## config.mk

```make
export PLATFORM = sky130hd
export DESIGN_NAME = totp_truncate
export DESIGN_NICKNAME = d
export VERILOG_FILES = /design/src/rtl/totp_truncate.sv
export SDC_FILE = /design/constraint.sdc
export NUM_CORES = 1
export LEC_CHECK = 0
export BUFFER_PORTS_ARGS = -buffer_cell sky130_fd_sc_hd__clkbuf_2
export CELL_PAD_IN_SITES_DETAIL_PLACEMENT = 0
export CELL_PAD_IN_SITES_GLOBAL_PLACEMENT = 1
export CORE_UTILIZATION = 45
export CTS_BUF_LIST = sky130_fd_sc_hd__clkbuf_4 sky130_fd_sc_hd__clkbuf_8
export DETAILED_ROUTE_END_ITERATION = 10
export GPL_TIMING_DRIVEN = 0
export PLACE_DENSITY_LB_ADDON = 0.25
export SLEW_MARGIN = 5
export SYNTH_ARGS = -nofsm -noshare
export SYNTH_HDL_FRONTEND = slang
export SYNTH_SLANG_ARGS = --single-unit
export TNS_END_PERCENT = 5
```

## constraint.sdc

```tcl
create_clock -name clk -period 7.82 [get_ports clk]
set_clock_uncertainty 0.1 [all_clocks]
set_input_delay 0.391 -clock clk [delete_from_list [all_inputs] [get_ports clk]]
set_output_delay 0.391 -clock clk [all_outputs]
set_load 0.1 [all_outputs]
```

## src/rtl/totp_truncate.sv

```systemverilog
// Serial HMAC-SHA1 digest -> dynamic truncation -> DIGITS packed BCD digits, done 33 cycles after the 160th bit.
// No backpressure: bits offered while busy are dropped. Define TOTP_TRUNCATE_RAW_EN to add the 31-bit raw_out port.
module totp_truncate #(
  parameter int DIGITS = 6
) (
  input  logic                  clk,
  input  logic                  rst,
  input  logic                  clear,
  input  logic                  in_valid,
  input  logic                  in_bit,
  output logic                  busy,
  output logic                  done,
  output logic [4*DIGITS-1:0]   digits
`ifdef TOTP_TRUNCATE_RAW_EN
  ,
  output logic [30:0]           raw_out
`endif
);

  typedef enum logic [1:0] {COLLECT, EXTRACT, CONVERT, DONE} state_t;

  state_t       state, state_nxt;
  logic [159:0] sr;
  logic [7:0]   bit_cnt;
  logic [4:0]   iter;
  logic [30:0]  p;
  logic [39:0]  acc;
  logic [39:0]  acc_adj;
  logic [7:0]   p_top;
  logic [30:0]  p_sel;
  logic         last_bit;
  logic         unused_nibble;

  assign last_bit = (state == COLLECT) && in_valid && (bit_cnt == 8'd159);

  // Byte 0 sits at sr[159:152]; P skips bit 31 of the window, so start one bit below it.
  assign p_top = 8'd158 - {1'b0, sr[3:0], 3'b000};
  assign p_sel = sr[p_top -: 31];
  // High nibble of byte 19 never feeds P or the offset.
  assign unused_nibble = ^sr[7:4];

  always_comb begin
    acc_adj = acc;
    for (int n = 0; n < 10; n++) begin
      if (acc[4*n +: 4] >= 4'd5) acc_adj[4*n +: 4] = acc[4*n +: 4] + 4'd3;
    end
  end

  always_ff @(posedge clk or posedge rst) begin
    if (rst) state <= COLLECT;
    else     state <= state_nxt;
  end

  always_comb begin
    state_nxt = state;
    if (clear) begin
      state_nxt = COLLECT;
    end else begin
      case (state)
        COLLECT: if (last_bit) state_nxt = EXTRACT;
        EXTRACT: state_nxt = CONVERT;
        CONVERT: if (iter == 5'd30) state_nxt = DONE;
        DONE:    state_nxt = COLLECT;
        default: state_nxt = COLLECT;
      endcase
    end
  end

  always_comb begin
    busy = (state != COLLECT);
  end

  always_ff @(posedge clk or posedge rst) begin
    if (rst) begin
      sr      <= '0;
      bit_cnt <= '0;
      iter    <= '0;
      p       <= '0;
      acc     <= '0;
      done    <= 1'b0;
      digits  <= '0;
`ifdef TOTP_TRUNCATE_RAW_EN
      raw_out <= '0;
`endif
    end else begin
      done <= 1'b0;
      if (clear) begin
        bit_cnt <= '0;
        iter    <= '0;
      end else begin
        case (state)
          COLLECT: begin
            if (in_valid) begin
              sr      <= {sr[158:0], in_bit};
              bit_cnt <= last_bit ? 8'd0 : bit_cnt + 8'd1;
            end
          end
          EXTRACT: begin
            p    <= p_sel;
            acc  <= '0;
            iter <= '0;
          end
          CONVERT: begin
            acc  <= {acc_adj[38:0], p[5'd30 - iter]};
            iter <= (iter == 5'd30) ? 5'd0 : iter + 5'd1;
          end
          DONE: begin
            digits  <= acc[4*DIGITS-1:0];
            done    <= 1'b1;
`ifdef TOTP_TRUNCATE_RAW_EN
            raw_out <= p;
`endif
          end
          default: ;
        endcase
      end
    end
  end

endmodule

```

==> flow_metrics.tcl, run 1 <==
set metrics [dict create \
    run_status "completed" \
    net-switching-power_mw 2.58 \
    crit_type "reg -> reg" \
    worstHoldPathType "in -> reg" \
    synth-edff-count 0 \
    dpl.hpwl_microns 45200 \
    leakage_nw 7.86 \
    gr-total-overflow 0 \
    clock_latency_ns 0.65 \
    layout.nets 1763 \
    hold_viol 0 \
    syn_avg_cell_area_sq_um 9.18 \
    vdd_drop_max_uv 205 \
    io_pins 31 \
    setup_tns_ns 0 \
    cp-start-kind "flop" \
    syn_nets 1681 \
    synth_largest_area_cell "dfrtp_1" \
    worstPathMaxFanout 10 \
    crit_family "buffers and inverters" \
    cts_tree "built" \
    crit_path_cell_trace "buf_6 > buf_12 > buf_6 > inv_1 > buf_2 > ha_1 > clkbuf_1 > buf_2 > nor2_1 > clkbuf_1 > o21ai_0 > a31oi_1" \
    worst_slew_margin_rel_pct 27.3 \
    netlist_instances 1655 \
    synthArstFlopShare_pct 100 \
    timing.rr.end "p[0]" \
    synthTopCellsByArea "dfrtp_1 42%, nand2_1 14%, mux4_2 9.5%, mux2i_1 4.9%, mux2_2 3.3%" \
    wl_per_cell_microns 27.4 \
    routed_wirelength_microns 60700 \
    netlist.area_leader.share_pct 42.0 \
    min_from "clear" \
    area_growth_pct 11.7 \
    vias 13600 \
    gp_congestion 1.03 \
    h-tree-depth 2 \
    rr_startpoint "sr[2]" \
    io_buffers 29 \
    pwr-share-seq_pct 30.2 \
    yosys.cell_count.top_type "nand2_1" \
    whs_path_depth 2 \
    post-route-util_pct 51.6 \
    yosysWarnings 0 \
    synth_common_cells "583 x nand2_1, 255 x dfrtp_1, 74 x mux2i_1" \
    cpPeakStageDelay_ns 0.71 \
    internal-power_mw 2.96 \
    synth-main-ff-cell "dfrtp_1" \
    timing.final.crit_period_ns 4.34 \
    power_density_nw_per_um2 327 \
    grt_usage_pct 36.4 \
    path_clk_slew_ns 0.07 \
    ff2ff_path_depth 12 \
    reg2reg_slack_ns 3.48 \
    synth_cell_type_count 64 \
    drtIter0Drc 1590 \
    cts_root_buf "clkbuf_8" \
    worstSetupEndpointType "flop" \
    drtPass1Iterations 6 \
    setup_ws_ns 3.48 \
    fillers 3167 \
    ys_ff_latch 255 \
    path_depth 12 \
    viasPerCell 6.15 \
    cts_buffer_depth 3 \
    post_cts_resized 0 \
    switching_share_pct 46.6 \
    grt_pass1_wl_microns 88900 \
    cp_data_arrival_time_ns 4.81 \
    finalCritPeriodShare_pct 55.5 \
    clock_sinks 255 \
    dp_slack_ns 3.68 \
    syn_area_sq_um 15200 \
    setup_violations 0 \
    floorplan.initialDensity_pct 46.2 \
    worst_ep_required_time_ns 8.29 \
    drc_errors 0 \
    combPwrFrac_pct 45.6 \
    coreArea_sq_um 32900 \
    die_height_microns 186 \
    grt_pass1_vias 12900 \
    crit_start "sr[2]" \
    antenna_left 0 \
    maxCapViolCount 0 \
    hold_end "state[0]" \
    drive_gt1_share_pct 15.6 \
    max_freq_mhz 231 \
    fp.dieArea_sq_um 34500 \
    antenna_found_initial 4 \
    clkPwrFrac_pct 24.2 \
    rows 66 \
    cts_setup_buffers 0 \
    worstMarginPinSlew_ns 1.09 \
    grt_max_degree 105 \
    slowest_stage "nor2_1" \
    die_x_microns 186 \
    rsz0062_at_grt "false" \
    cp_num_buf_inv 8 \
    drv_slew 0 \
    seq_area_frac_synth_pct 42.0 \
    numCtsBuffers 46 \
]
-- through the flow --
step                instance area [sq um]  hold slack, ns  instances  power, mW
detailed placement                  16000           0.341       2128       4.14
global placement                    15900           0.366       2126       4.16
global route                        17000          0.0680       2212       5.74
CTS                                 17000          0.0408       2212       5.50
floorplan                           15200           0.355       1655       3.28
finish                              17000          0.0717       2213       5.55
-- cells by family (layout without fill, tap and decap cells) --
| group | count (synthesis) | count (layout) | share of synthesized area [%] |
|---|---|---|---|
| XOR/XNOR | 18 | 18 | 1.04 |
| flip-flops | 255 | 255 | 42.0 |
| buffers and inverters | 153 | 268 | 4.83 |
| multiplexers | 188 | 188 | 18.7 |
| adder cells (fa/ha/maj) | 21 | 21 | 1.73 |
| AO/OA/AOI/OAI | 282 | 282 | 12.2 |
| AND/OR/NAND/NOR | 738 | 738 | 19.5 |
| other | 0 | 1 | 0 |
-- final cells by class --
cell class                      instances  area, sq um  share of cell area (%)
Clock buffer                           73          911                    5.37
Timing Repair Buffer                   34          230                    1.36
Tap cell                              442          553                    3.26
Antenna cell                            1         2.50                  0.0147
Multi-Input combinational cell       1247         8080                    47.6
Inverter                               29          116                   0.686
Clock inverter                          8         71.3                   0.420
Buffer                                124          626                    3.69
Sequential cell                       255         6380                    37.6
-- power by group through the flow --
| stage | logic, mW | registers [mW] | clock network (mW) |
|---|---|---|---|
| 6_report | 2.53 | 1.68 | 1.34 |
| 5_1_grt | 2.61 | 1.69 | 1.43 |
| 4_1_cts | 2.45 | 1.67 | 1.38 |
| 3_5_place_dp | 2.45 | 1.69 | 0 |
| 3_3_place_gp | 2.47 | 1.68 | 0 |
| 2_1_floorplan | 1.41 | 1.87 | 0 |
-- worst max-delay path by stage --
stage,endpoint,slack [ns]
after floorplan,acc[0],0.32
after global placement,sr[147],-2.55
after detailed placement,p[0],3.68
after CTS,p[0],3.67
after global routing,p[0],3.40
final,p[0],3.48
-- metal layers --
layer / wire length [microns] / GRT usage, %
met5: 12 / 0
met4: 3360 / 18.2
met3: 6430 / 10.7
met2: 25800 / 52.9
met1: 25000 / 49.1
-- placed cells by master, fill, tap and decap left out, types with 44 or more instances in the layout --
cell / n
o21ai_0: 66
a21oi_1: 52
nand2_1: 583
mux2i_1: 74
nor2_1: 71
mux2_2: 44
mux4_2: 64
dfrtp_1: 255
clkbuf_1: 69
clkbuf_8: 58
-- sequential cells by signal, summed over array words and instances, names as in the netlist --
name / count
done: 1
acc: 24
iter: 5
p: 31
sr: 160
bit_cnt: 8
state: 2
digits: 24
-- repair_timing --
action | in CTS | in global routing
endpoints found under the hold margin | 53 | 0
hold buffers | 3 | 0
endpoints found under the setup margin | 0 | 0
(Power assumes the default switching activity.)
==> inputs of run 2 (changes only) <==
Settings changed: ABC_AREA set to 1, CORE_UTILIZATION 45 to 43.
Clock period 7.82 ns to 3.9 ns, I/O delays scaled along.
==> run 2 against run 1 <==
Net effect:
- sequential share of layout area rose by 0.85 points
- global-route usage rose by 0.53 points
- count of clock-buffer cells in the layout fell by 6
- clock power rose by 80%
- final area fell by 2.2%
- combinational power rose to 3.5 times the previous value
- worst hold slack improved by 0.069 ns
- fmax rose by 36%
==> flow_metrics.tcl, run 2 <==
set metrics [dict create \
    netlist_instances 2155 \
    cts_setup_buffers 0 \
    cp_data_arrival_time_ns 3.54 \
    numCtsBuffers 45 \
    gp_congestion 1.08 \
    rsz0062_at_grt "false" \
    grt_usage_pct 36.9 \
    cts_root_buf "clkbuf_8" \
    mostFrequentLayoutCell "nand2_1" \
    finalCritPeriodShare_pct 81.7 \
    timing.final.crit_period_ns 3.19 \
    dpl.hpwl_microns 49100 \
    netlist.area_leader.share_pct 42.9 \
    final_cell_mix "719 x nand2_1, 320 x o21ai_0, 255 x dfrtp_1" \
    grt_max_degree 40 \
    rows 67 \
    vias 15400 \
    synthTopCellsByArea "dfrtp_1 43%, nand2_1 18%, o21ai_0 11%, inv_1 5.4%, nand3_1 4.2%" \
    vdd_drop_max_uv 535 \
    drv_slew 0 \
    cts_buffer_depth 3 \
    cpPeakStageDelay_ns 0.97 \
    path_clk_slew_ns 0.06 \
    crit_family "buffers and inverters" \
    top_regs "sr: 160 flops, p: 31 flops" \
    synth-main-ff-cell "dfrtp_1" \
    synth_largest_area_cell "dfrtp_1" \
    area_growth_pct 11.7 \
    synth_cell_type_count 29 \
    setup_violations 0 \
    grt_pass1_vias 14500 \
    worstMarginPinSlew_ns 1.23 \
    clock_sinks 255 \
    power_density_nw_per_um2 932 \
    leakage_nw 7.61 \
    worstSetupEndpointType "flop" \
    crit_path_cell_trace "inv_1 > ha_1 > nand2_1 > inv_1 > nand2_1 > clkbuf_1 > clkbuf_1 > a21oi_1" \
    synthArstFlopShare_pct 100 \
    drc_errors 0 \
    die_x_microns 188 \
    worstPathMaxFanout 10 \
    slowest_stage "clkbuf_1" \
    yosys.cell_count.top_type "nand2_1" \
    io_pins 31 \
    io_buffers 29 \
    yosysWarnings 0 \
    cts_tree "built" \
    h-tree-depth 2 \
    syn_avg_cell_area_sq_um 6.89 \
    syn_area_sq_um 14900 \
    fillers 3512 \
    die_height_microns 188 \
    setup_ws_ns 0.712 \
    viasPerCell 5.68 \
    layout.nets 2269 \
    drtIter0Drc 1870 \
    cp_num_buf_inv 4 \
    setup_tns_ns 0 \
    gr-total-overflow 0 \
    run_status "completed" \
    largest_register_ffs 160 \
    dpl-instance-area_sq_um 15700 \
    wl_per_cell_microns 23.7 \
    floorplan.initialDensity_pct 44.0 \
    hold_viol 0 \
    routed_wirelength_microns 64300 \
    cp-start-kind "flop" \
    clock_latency_ns 0.63 \
    crit_type "reg -> reg" \
    max_freq_mhz 314 \
    antenna_found_initial 3 \
    coreArea_sq_um 33800 \
    worstHoldPathType "in -> async" \
    antenna_left 0 \
    fin_area_sq_um 16600 \
    worst_slew_margin_rel_pct 18.3 \
    syn_nets 2181 \
    synth-edff-count 0 \
    worst_ep_required_time_ns 4.25 \
    maxCapViolCount 0 \
    synth_common_cells "719 x nand2_1, 320 x o21ai_0, 255 x dfrtp_1" \
    drive_gt1_share_pct 8.48 \
    dp_slack_ns 0.817 \
    seq_area_frac_synth_pct 42.9 \
    max_flop_register "sr" \
    grt_pass1_wl_microns 94900 \
    drtPass1Iterations 7 \
    fp.dieArea_sq_um 35300 \
    ys_ff_latch 255 \
]
-- run 2: worst paths after layout --
path / startpoint / end / slack (ns) / cells past startpoint
setup / recovery: state[0] / sr[52] / 0.71 / 8
hold / removal: rst / sr[71] / 0.14 / 3
setup reg to reg: state[0] / sr[52] / 0.71 / 8
hold reg to reg: digits[16] / digits[16] / 0.38 / 2
max in group asynchronous: rst / acc[10] / 2.43 / 6
min in group clk: in_bit / sr[0] / 0.31 / 4
-- run 2: logic make-up (layout without fill, tap and decap cells) --
| group | Yosys count | count (layout) | synth area share, % |
|---|---|---|---|
| flops | 255 | 255 | 42.9 |
| compound gates | 497 | 497 | 17.2 |
| simple gates | 1018 | 1018 | 27.7 |
| fa+ha+maj | 21 | 21 | 1.77 |
| buf+inv | 354 | 463 | 9.85 |
| other cells | 0 | 1 | 0 |
| xor+xnor | 10 | 10 | 0.590 |
-- run 2: per-layer routing --
| layer | wire (microns) | global-route usage (%) | share of wire [%] |
|---|---|---|---|
| met4 | 3800 | 20.0 | 5.9 |
| met2 | 26200 | 52.5 | 41 |
| met5 | 0 | 0 | 0 |
| met3 | 6150 | 8.55 | 9.6 |
| met1 | 28100 | 51.6 | 44 |
-- run 2: cell type report --
cell class              count  area, sq um  share of cell area (%)
plain buffers             132          631                    3.80
well taps                 448          561                    3.38
repair buffers             41          343                    2.07
inverters                 222          837                    5.04
clock buffers              67          816                    4.92
clock inverters             1         8.76                  0.0528
flip-flops and latches    255         6380                    38.5
multi-input cells        1546         7010                    42.3
diodes                      1         2.50                  0.0151
-- run 2: timing repair --
action | 4_1_cts | 5_1_grt
resized for setup | 0 | 0
endpoints found under the hold margin | 48 | 0
hold buffers | 5 | 0
-- run 2: per-stage QoR --
| step | util, % | hold WS (ns) | std cells | power [mW] |
|---|---|---|---|---|
| finish | 49.1 | 0.140 | 2713 | 15.5 |
| global route | 49.1 | 0.206 | 2712 | 16.2 |
| CTS | 49.1 | 0.146 | 2712 | 15.2 |
| detailed placement | 46.5 | 0.252 | 2639 | 12.7 |
| global placement | 46.1 | 0.361 | 2632 | 12.7 |
| floorplan | - | 0.254 | 2155 | 9.29 |
-- run 2: tightest hold or removal path, cell delays in order --
cell and delay, ns:
dlygate4sd3_1 0.53, clkbuf_2 0.12, clkinvlp_4 0.50
-- run 2: report_power, final --
group	internal (mW)	total, mW	switching [mW]
Clock	1.31	2.41	1.10
Combinational	2.01	8.94	6.92
Sequential	3.47	4.12	0.651
